### src/rtl/calc_entry_ctrl.sv
// Calculator entry controller: sequences operand entry, launches the ALU,
// supervises completion with a timeout and drives the display/error outputs.
module calc_entry_ctrl #(
  parameter int TIMEOUT_CYCLES = 1024,
  parameter int MAX_OPERAND    = 9999
) (
  input  logic        clk,
  input  logic        rst,
  input  logic        btn_next,
  input  logic        btn_clr,
  input  logic [1:0]  op_sel,
  input  logic [13:0] number_1,
  input  logic [13:0] number_2,
  input  logic        alu_done,
  input  logic        alu_err,
  input  logic [27:0] alu_result,
  output logic        write_number_select,
  output logic        clr_numbers,
  output logic        alu_start,
  output logic [13:0] alu_a,
  output logic [13:0] alu_b,
  output logic [1:0]  alu_op,
  output logic [27:0] display_value,
  output logic        display_err,
  output logic [2:0]  state
);

  typedef enum logic [2:0] {
    ENTER_A = 3'd0,
    ENTER_B = 3'd1,
    START   = 3'd2,
    WAIT    = 3'd3,
    SHOW    = 3'd4,
    ERR     = 3'd5
  } state_t;

  // Counter is wide enough to hold TIMEOUT_CYCLES itself so it can saturate there.
  localparam int CNT_W = (TIMEOUT_CYCLES < 1) ? 1 : $clog2(TIMEOUT_CYCLES + 1);
  localparam logic [CNT_W-1:0] TMO_LAST = CNT_W'(TIMEOUT_CYCLES - 1);
  localparam logic [CNT_W-1:0] TMO_SAT  = CNT_W'(TIMEOUT_CYCLES);
  localparam logic [13:0]      MAX_OP   = 14'(MAX_OPERAND);

  state_t           state_r;
  logic [CNT_W-1:0] tmo_cnt_r;
  logic             wsel_r;
  logic             clr_numbers_r;
  logic             alu_start_r;
  logic [13:0]      alu_a_r;
  logic [13:0]      alu_b_r;
  logic [1:0]       alu_op_r;
  logic [27:0]      display_r;
  logic             display_err_r;
  logic             rst_d_r;
  logic             overrange_s;
  logic             clr_req_s;

  // Operand range check and the set of events that request a datapath clear.
  always_comb begin
    overrange_s = (number_1 > MAX_OP) || (number_2 > MAX_OP);
    clr_req_s   = rst_d_r || btn_clr ||
                  (btn_next && ((state_r == SHOW) || (state_r == ERR)));
  end

  // Main controller: state, latched operands, timeout counter and registered outputs.
  always_ff @(posedge clk) begin
    if (rst) begin
      state_r       <= ENTER_A;
      tmo_cnt_r     <= '0;
      wsel_r        <= 1'b0;
      clr_numbers_r <= 1'b0;
      alu_start_r   <= 1'b0;
      alu_a_r       <= 14'd0;
      alu_b_r       <= 14'd0;
      alu_op_r      <= 2'd0;
      display_r     <= 28'd0;
      display_err_r <= 1'b0;
      rst_d_r       <= 1'b1;
    end else begin
      rst_d_r       <= 1'b0;
      alu_start_r   <= 1'b0;
      // A clear request right after a clear pulse is dropped so the pulse never stretches.
      clr_numbers_r <= clr_req_s && !clr_numbers_r;
      if (btn_clr) begin
        state_r       <= ENTER_A;
        tmo_cnt_r     <= '0;
        wsel_r        <= 1'b0;
        alu_a_r       <= 14'd0;
        alu_b_r       <= 14'd0;
        alu_op_r      <= 2'd0;
        display_r     <= 28'd0;
        display_err_r <= 1'b0;
      end else begin
        case (state_r)
          ENTER_A: begin
            if (btn_next) begin
              state_r <= ENTER_B;
              wsel_r  <= 1'b1;
            end
          end
          ENTER_B: begin
            if (btn_next) begin
              wsel_r   <= 1'b0;
              alu_a_r  <= number_1;
              alu_b_r  <= number_2;
              alu_op_r <= op_sel;
              if (overrange_s) begin
                state_r       <= ERR;
                display_err_r <= 1'b1;
              end else begin
                state_r     <= START;
                alu_start_r <= 1'b1;
              end
            end
          end
          START: begin
            tmo_cnt_r <= '0;
            state_r   <= WAIT;
          end
          WAIT: begin
            // A completion on the final counted cycle still wins over the timeout.
            if (alu_done) begin
              if (alu_err) begin
                state_r       <= ERR;
                display_err_r <= 1'b1;
              end else begin
                state_r   <= SHOW;
                display_r <= alu_result;
              end
            end else if (tmo_cnt_r >= TMO_LAST) begin
              tmo_cnt_r     <= TMO_SAT;
              state_r       <= ERR;
              display_err_r <= 1'b1;
            end else begin
              tmo_cnt_r <= tmo_cnt_r + CNT_W'(1);
            end
          end
          SHOW: begin
            if (btn_next) begin
              state_r   <= ENTER_A;
              display_r <= 28'd0;
            end
          end
          ERR: begin
            if (btn_next) begin
              state_r       <= ENTER_A;
              display_err_r <= 1'b0;
            end
          end
          default: begin
            state_r       <= ENTER_A;
            wsel_r        <= 1'b0;
            display_r     <= 28'd0;
            display_err_r <= 1'b0;
          end
        endcase
      end
    end
  end

  // Display follows the sliders live while entering, otherwise the latched value.
  always_comb begin
    display_value = display_r;
    case (state_r)
      ENTER_A: display_value = {14'd0, number_1};
      ENTER_B: display_value = {14'd0, number_2};
      default: display_value = display_r;
    endcase
  end

  assign write_number_select = wsel_r;
  assign clr_numbers         = clr_numbers_r;
  assign alu_start           = alu_start_r;
  assign alu_a               = alu_a_r;
  assign alu_b               = alu_b_r;
  assign alu_op              = alu_op_r;
  assign display_err         = display_err_r;
  assign state               = state_r;

endmodule

### config.mk
export PLATFORM = sky130hd
export DESIGN_NAME = calc_entry_ctrl
export DESIGN_NICKNAME = d
export VERILOG_FILES = /design/src/rtl/calc_entry_ctrl.sv
export SDC_FILE = /design/constraint.sdc
export NUM_CORES = 1
export LEC_CHECK = 0
export ABC_AREA = 1
export CAP_MARGIN = 5
export CELL_PAD_IN_SITES_DETAIL_PLACEMENT = 0
export CELL_PAD_IN_SITES_GLOBAL_PLACEMENT = 1
export CORE_MARGIN = 5
export CORE_UTILIZATION = 33
export CTS_BUF_LIST = sky130_fd_sc_hd__clkbuf_4 sky130_fd_sc_hd__clkbuf_8 sky130_fd_sc_hd__clkbuf_16
export CTS_CLUSTER_SIZE = 8
export DETAILED_ROUTE_END_ITERATION = 8
export PLACE_DENSITY_LB_ADDON = 0.1
export SETUP_SLACK_MARGIN = 0.4
export SYNTH_ARGS = -nofsm -noshare
export SYNTH_HDL_FRONTEND = slang
export SYNTH_SLANG_ARGS = --single-unit
### constraint.sdc
create_clock -name clk -period 3.1 [get_ports clk]
set_input_delay 0.62 -clock clk [delete_from_list [all_inputs] [get_ports clk]]
set_output_delay 0.62 -clock clk [all_outputs]
set_load 0.05 [all_outputs]
==> run_summary.xml <==
<?xml version="1.0" encoding="UTF-8"?>
<metrics>
  <group name="routing">
    <metric name="drc" unit="">0</metric>
    <metric name="avgRoutedWirePerCell" unit="µm">14.7</metric>
    <metric name="drt_pre_antenna_iters" unit="">4</metric>
    <metric name="via_per_inst" unit="">4.74</metric>
    <metric name="drt_iter0_markers" unit="">263</metric>
    <metric name="final_antenna_net_count" unit="">0</metric>
    <metric name="routed_wl" unit="mm">11.0</metric>
    <metric name="route.vias.total" unit="">3528</metric>
  </group>
  <group name="pwr">
    <metric name="power.switching" unit="W">0.000607</metric>
    <metric name="power.ir.vdd_worst" unit="mV">0.282</metric>
    <metric name="leakagePower" unit="nW">2.06</metric>
    <metric name="power.sequential.fraction" unit="%">43.1</metric>
    <metric name="combPwrFrac" unit="%">17.6</metric>
    <metric name="p_clk_share" unit="%">39.3</metric>
    <metric name="pwr_density_cell" unit="nW/µm²">433</metric>
    <metric name="cell_internal_pwr" unit="W">0.00173</metric>
    <metric name="swShare" unit="%">26.0</metric>
  </group>
  <group name="floorplan">
    <metric name="floorplan.io_pins" unit="">129</metric>
    <metric name="floorplan.die_area" unit="µm²">12800</metric>
    <metric name="floorplan.die.height" unit="µm">113</metric>
    <metric name="initial_core_util" unit="%">33.9</metric>
    <metric name="die_w" unit="µm">113</metric>
    <metric name="row_count" unit="">37</metric>
    <metric name="floorplan_core_area" unit="µm²">10400</metric>
  </group>
  <group name="sta">
    <metric name="setup_repair_after_global_routing_missed_its_margin" unit="">yes</metric>
    <metric name="fmaxAchievable" unit="MHz">394</metric>
    <metric name="timing.clock.skew" unit="ns">0.0124</metric>
    <metric name="timing.final.crit_period" unit="ns">2.54</metric>
    <metric name="fin_crit_share" unit="%">81.9</metric>
    <metric name="final_hold_violation_count" unit="">0</metric>
    <metric name="final.setup.tns" unit="ns">0</metric>
    <metric name="worst_margin_slew" unit="ns">0.532</metric>
    <metric name="drv_slew" unit="">0</metric>
    <metric name="max_slew_margin" unit="%">64.4</metric>
    <metric name="setup_viol" unit="">0</metric>
    <metric name="setup_slack" unit="ns">0.561</metric>
  </group>
  <group name="clocking">
    <metric name="clock_tree.htree_level_count" unit="">3</metric>
    <metric name="clkTransAtPathRegs" unit="ns">0.08</metric>
    <metric name="clock_tree_from_tritoncts" unit="">done</metric>
    <metric name="insertion_delay" unit="ns">0.35</metric>
    <metric name="cts_hold_buffers" unit="">0</metric>
    <metric name="total_clock_buffers_created_by_cts" unit="">9</metric>
    <metric name="cell_at_the_root_of_the_clock_tree" unit="">sky130_fd_sc_hd__clkbuf_8</metric>
    <metric name="clockBufferDepth" unit="">2</metric>
    <metric name="numClockSinks" unit="">77</metric>
  </group>
  <group name="worst_hold_path">
    <metric name="hp-start" unit="">clr_numbers$_SDFF_PP0_</metric>
    <metric name="worst_hold_path_cell_count" unit="">1</metric>
    <metric name="min-delay-path-class" unit="">flop to flop</metric>
    <metric name="min_to" unit="">clr_numbers$_SDFF_PP0_</metric>
  </group>
  <group name="synthesis">
    <metric name="synth_enable_flop_cells" unit="">0</metric>
    <metric name="netlist_top_cells_area" unit="">sky130_fd_sc_hd__dfxtp_1 (44%), sky130_fd_sc_hd__nand2_1 (8.2%), sky130_fd_sc_hd__nor2_1 (7.6%), sky130_fd_sc_hd__nand3_1 (7.3%), sky130_fd_sc_hd__inv_1 (5.1%)</metric>
    <metric name="syn_inst" unit="">484</metric>
    <metric name="synth-async-reset-ratio" unit="%">0</metric>
    <metric name="synth_cell_type_count" unit="">33</metric>
    <metric name="yosys.area.top_type_share" unit="%">43.9</metric>
    <metric name="synthesis.yosys.warnings" unit="">0</metric>
    <metric name="yosys-top-cells-count" unit="">sky130_fd_sc_hd__dfxtp_1 (77), sky130_fd_sc_hd__nand2_1 (77), sky130_fd_sc_hd__nor2_1 (71)</metric>
    <metric name="ys_seq_elements" unit="">77</metric>
    <metric name="synth_ff_type" unit="">sky130_fd_sc_hd__dfxtp_1</metric>
    <metric name="postSynthNetCount" unit="">549</metric>
    <metric name="ys_seq_area_share" unit="%">43.9</metric>
    <metric name="avgSynthCellArea" unit="µm²">7.26</metric>
    <metric name="synth_area_leader_cell" unit="">sky130_fd_sc_hd__dfxtp_1</metric>
    <metric name="netlist_area" unit="µm²">3510</metric>
  </group>
  <group name="grt">
    <metric name="grt_pass1_vias" unit="">3451</metric>
    <metric name="globalRouteOverflowTotal" unit="">0</metric>
    <metric name="grt_first_pass_wirelength" unit="mm">17.4</metric>
    <metric name="number_of_antenna_violations_at_the_first_check_in_global_routing" unit="">0</metric>
    <metric name="track_usage" unit="%">17.0</metric>
    <metric name="grt_start_max_net_pins" unit="">32</metric>
  </group>
  <group name="setup_path">
    <metric name="worst_ep_required_time" unit="ns">2.48</metric>
    <metric name="worstRegToRegCells" unit="">10</metric>
    <metric name="timing.critical_path.slowest_stage_cell" unit="">sky130_fd_sc_hd__dfxtp_2</metric>
    <metric name="crit_path_start_kind" unit="">flop</metric>
    <metric name="crit_fanout" unit="">14</metric>
    <metric name="critical_path_cell_sequence" unit="">inv_1 &gt; nand2_1 &gt; buf_4 &gt; nand2_2 &gt; nor2_1 &gt; buf_12</metric>
    <metric name="cp_slowest_stage_delay" unit="ns">0.43</metric>
    <metric name="worst_ep_arrival_time" unit="ns">1.92</metric>
    <metric name="crit-reg2reg-capture" unit="">alu_b[12]$_SDFFE_PP0P_</metric>
    <metric name="timing_worst_setup_path_type" unit="">flop to output pin</metric>
    <metric name="worst_setup_path_end_kind" unit="">output pin</metric>
    <metric name="critical_path.reg2reg.startpoint" unit="">state[0]$_SDFFE_PP0P_</metric>
    <metric name="r2r_setup_slack" unit="ns">1.21</metric>
  </group>
  <group name="job">
    <metric name="cap_viol_max_count" unit="">0</metric>
  </group>
  <group name="placed_design">
    <metric name="gpl.final_weighted_congestion" unit="">0.780</metric>
    <metric name="port_buffers" unit="">128</metric>
    <metric name="hpwl" unit="mm">8.33</metric>
    <metric name="pre_cts_slack" unit="ns">0.530</metric>
  </group>
  <group name="finish">
    <metric name="synthToLayoutAreaGrowth" unit="%">53.5</metric>
    <metric name="post_route_cells_drive_above_1_share" unit="%">13.0</metric>
    <metric name="antennaDiodeCount" unit="">0</metric>
    <metric name="final_net_count" unit="">671</metric>
  </group>
  <group name="run_status">
    <metric name="outcome" unit="">complete, no violations</metric>
  </group>
</metrics>
placed cells by master (no fill, tap or decap), types with 5 or more instances in the layout:
cell type	synthesis	layout
sky130_fd_sc_hd__a211oi_1	15	15
sky130_fd_sc_hd__a21oi_1	35	35
sky130_fd_sc_hd__nor2_2	2	5
sky130_fd_sc_hd__dfxtp_1	77	74
sky130_fd_sc_hd__nand2_1	77	76
sky130_fd_sc_hd__nand2_2	7	8
sky130_fd_sc_hd__clkdlybuf4s50_1	0	100
sky130_fd_sc_hd__inv_1	48	48
sky130_fd_sc_hd__clkbuf_8	0	10
sky130_fd_sc_hd__nor3_1	6	6
sky130_fd_sc_hd__o211ai_1	13	13
sky130_fd_sc_hd__inv_2	5	5
sky130_fd_sc_hd__o21ai_0	32	32
sky130_fd_sc_hd__nand3_1	51	51
sky130_fd_sc_hd__buf_12	0	26
sky130_fd_sc_hd__buf_4	1	9
sky130_fd_sc_hd__nor2_1	71	68
how the worst max path moves through the flow:
stage / slack (ns) / to / startpoint
6_report: 0.56 / display_value[24] / state[2]$_SDFFE_PP0P_
5_1_grt: 0.38 / display_value[20] / state[2]$_SDFFE_PP0P_
4_1_cts: 0.45 / display_value[22] / state[1]$_SDFFE_PP0P_
3_5_place_dp: 0.53 / display_r[16]$_SDFFE_PP0P_ / btn_next
3_3_place_gp: 0.60 / display_r[13]$_SDFFE_PP0P_ / btn_next
2_1_floorplan: 0.47 / display_value[11] / state[0]$_SDFFE_PP0P_
power groups by stage:
stage          logic [W]  registers [W]  clock network [W]
3_3_place_gp    0.000411        0.00103                  0
3_5_place_dp    0.000411        0.00103                  0
6_report        0.000411        0.00101           0.000918
2_1_floorplan   0.000169        0.00106                  0
5_1_grt         0.000437        0.00101           0.000986
4_1_cts         0.000414        0.00101           0.000937
critical path: cells and delay by family, from the launching register on:
| kind | cells | cell delay, ns |
|---|---|---|
| simple gates | 3 | 0.62 |
| flops | 1 | 0.43 |
| buf+inv | 3 | 0.51 |
logic make-up after synthesis:
group,synth area share [%]
and+or+nand+nor,28.5
AOI/OAI and AO/OA,16.3
buffers and inverters,10.0
DFF,43.9
xor gates and xnor gates,0.997
adders and majority gates,0.356
cell type report:
cell class	instances	area (µm²)
Clock inverter	4	97.6
Timing Repair Buffer	136	1600
Clock buffer	10	138
Fill cell	1014	4980
Tap cell	136	170
Inverter	54	204
Sequential cell	77	1550
Multi-Input combinational cell	328	1640
flip-flops by register name, indices dropped and copies added, names as in the netlist, 2 cells and up:
name	cells
alu_a	14
tmo_cnt_r	11
alu_op	2
alu_b	14
state	3
display_r	28
what timing repair did:
item / CTS / global route
endpoints found under the setup margin: 14 / 20
gates resized for setup: 1 / 5
buffers inserted: 0 / 0
per-layer routing:
layer,track usage [%],share of wire [%],vias to the layer above
met3,5.24,6.2,8
met1,22.6,46,1592
met4,3.45,0.94,0
met5,0,0,-
met2,27.2,47,99
li1,-,-,1829
through the flow:
stage	cell area, µm²	cells	hold WS [ns]	total power [W]	utilization (%)
CTS	5380	745	0.432	0.00236	51.9
global route	5390	745	0.461	0.00243	52.0
floorplan	3520	484	0.426	0.00123	-
detailed placement	5140	731	0.420	0.00144	49.6
finish	5390	745	0.430	0.00233	52.0
global placement	5140	731	0.410	0.00144	49.6
Power figures use the tool's default switching activity.
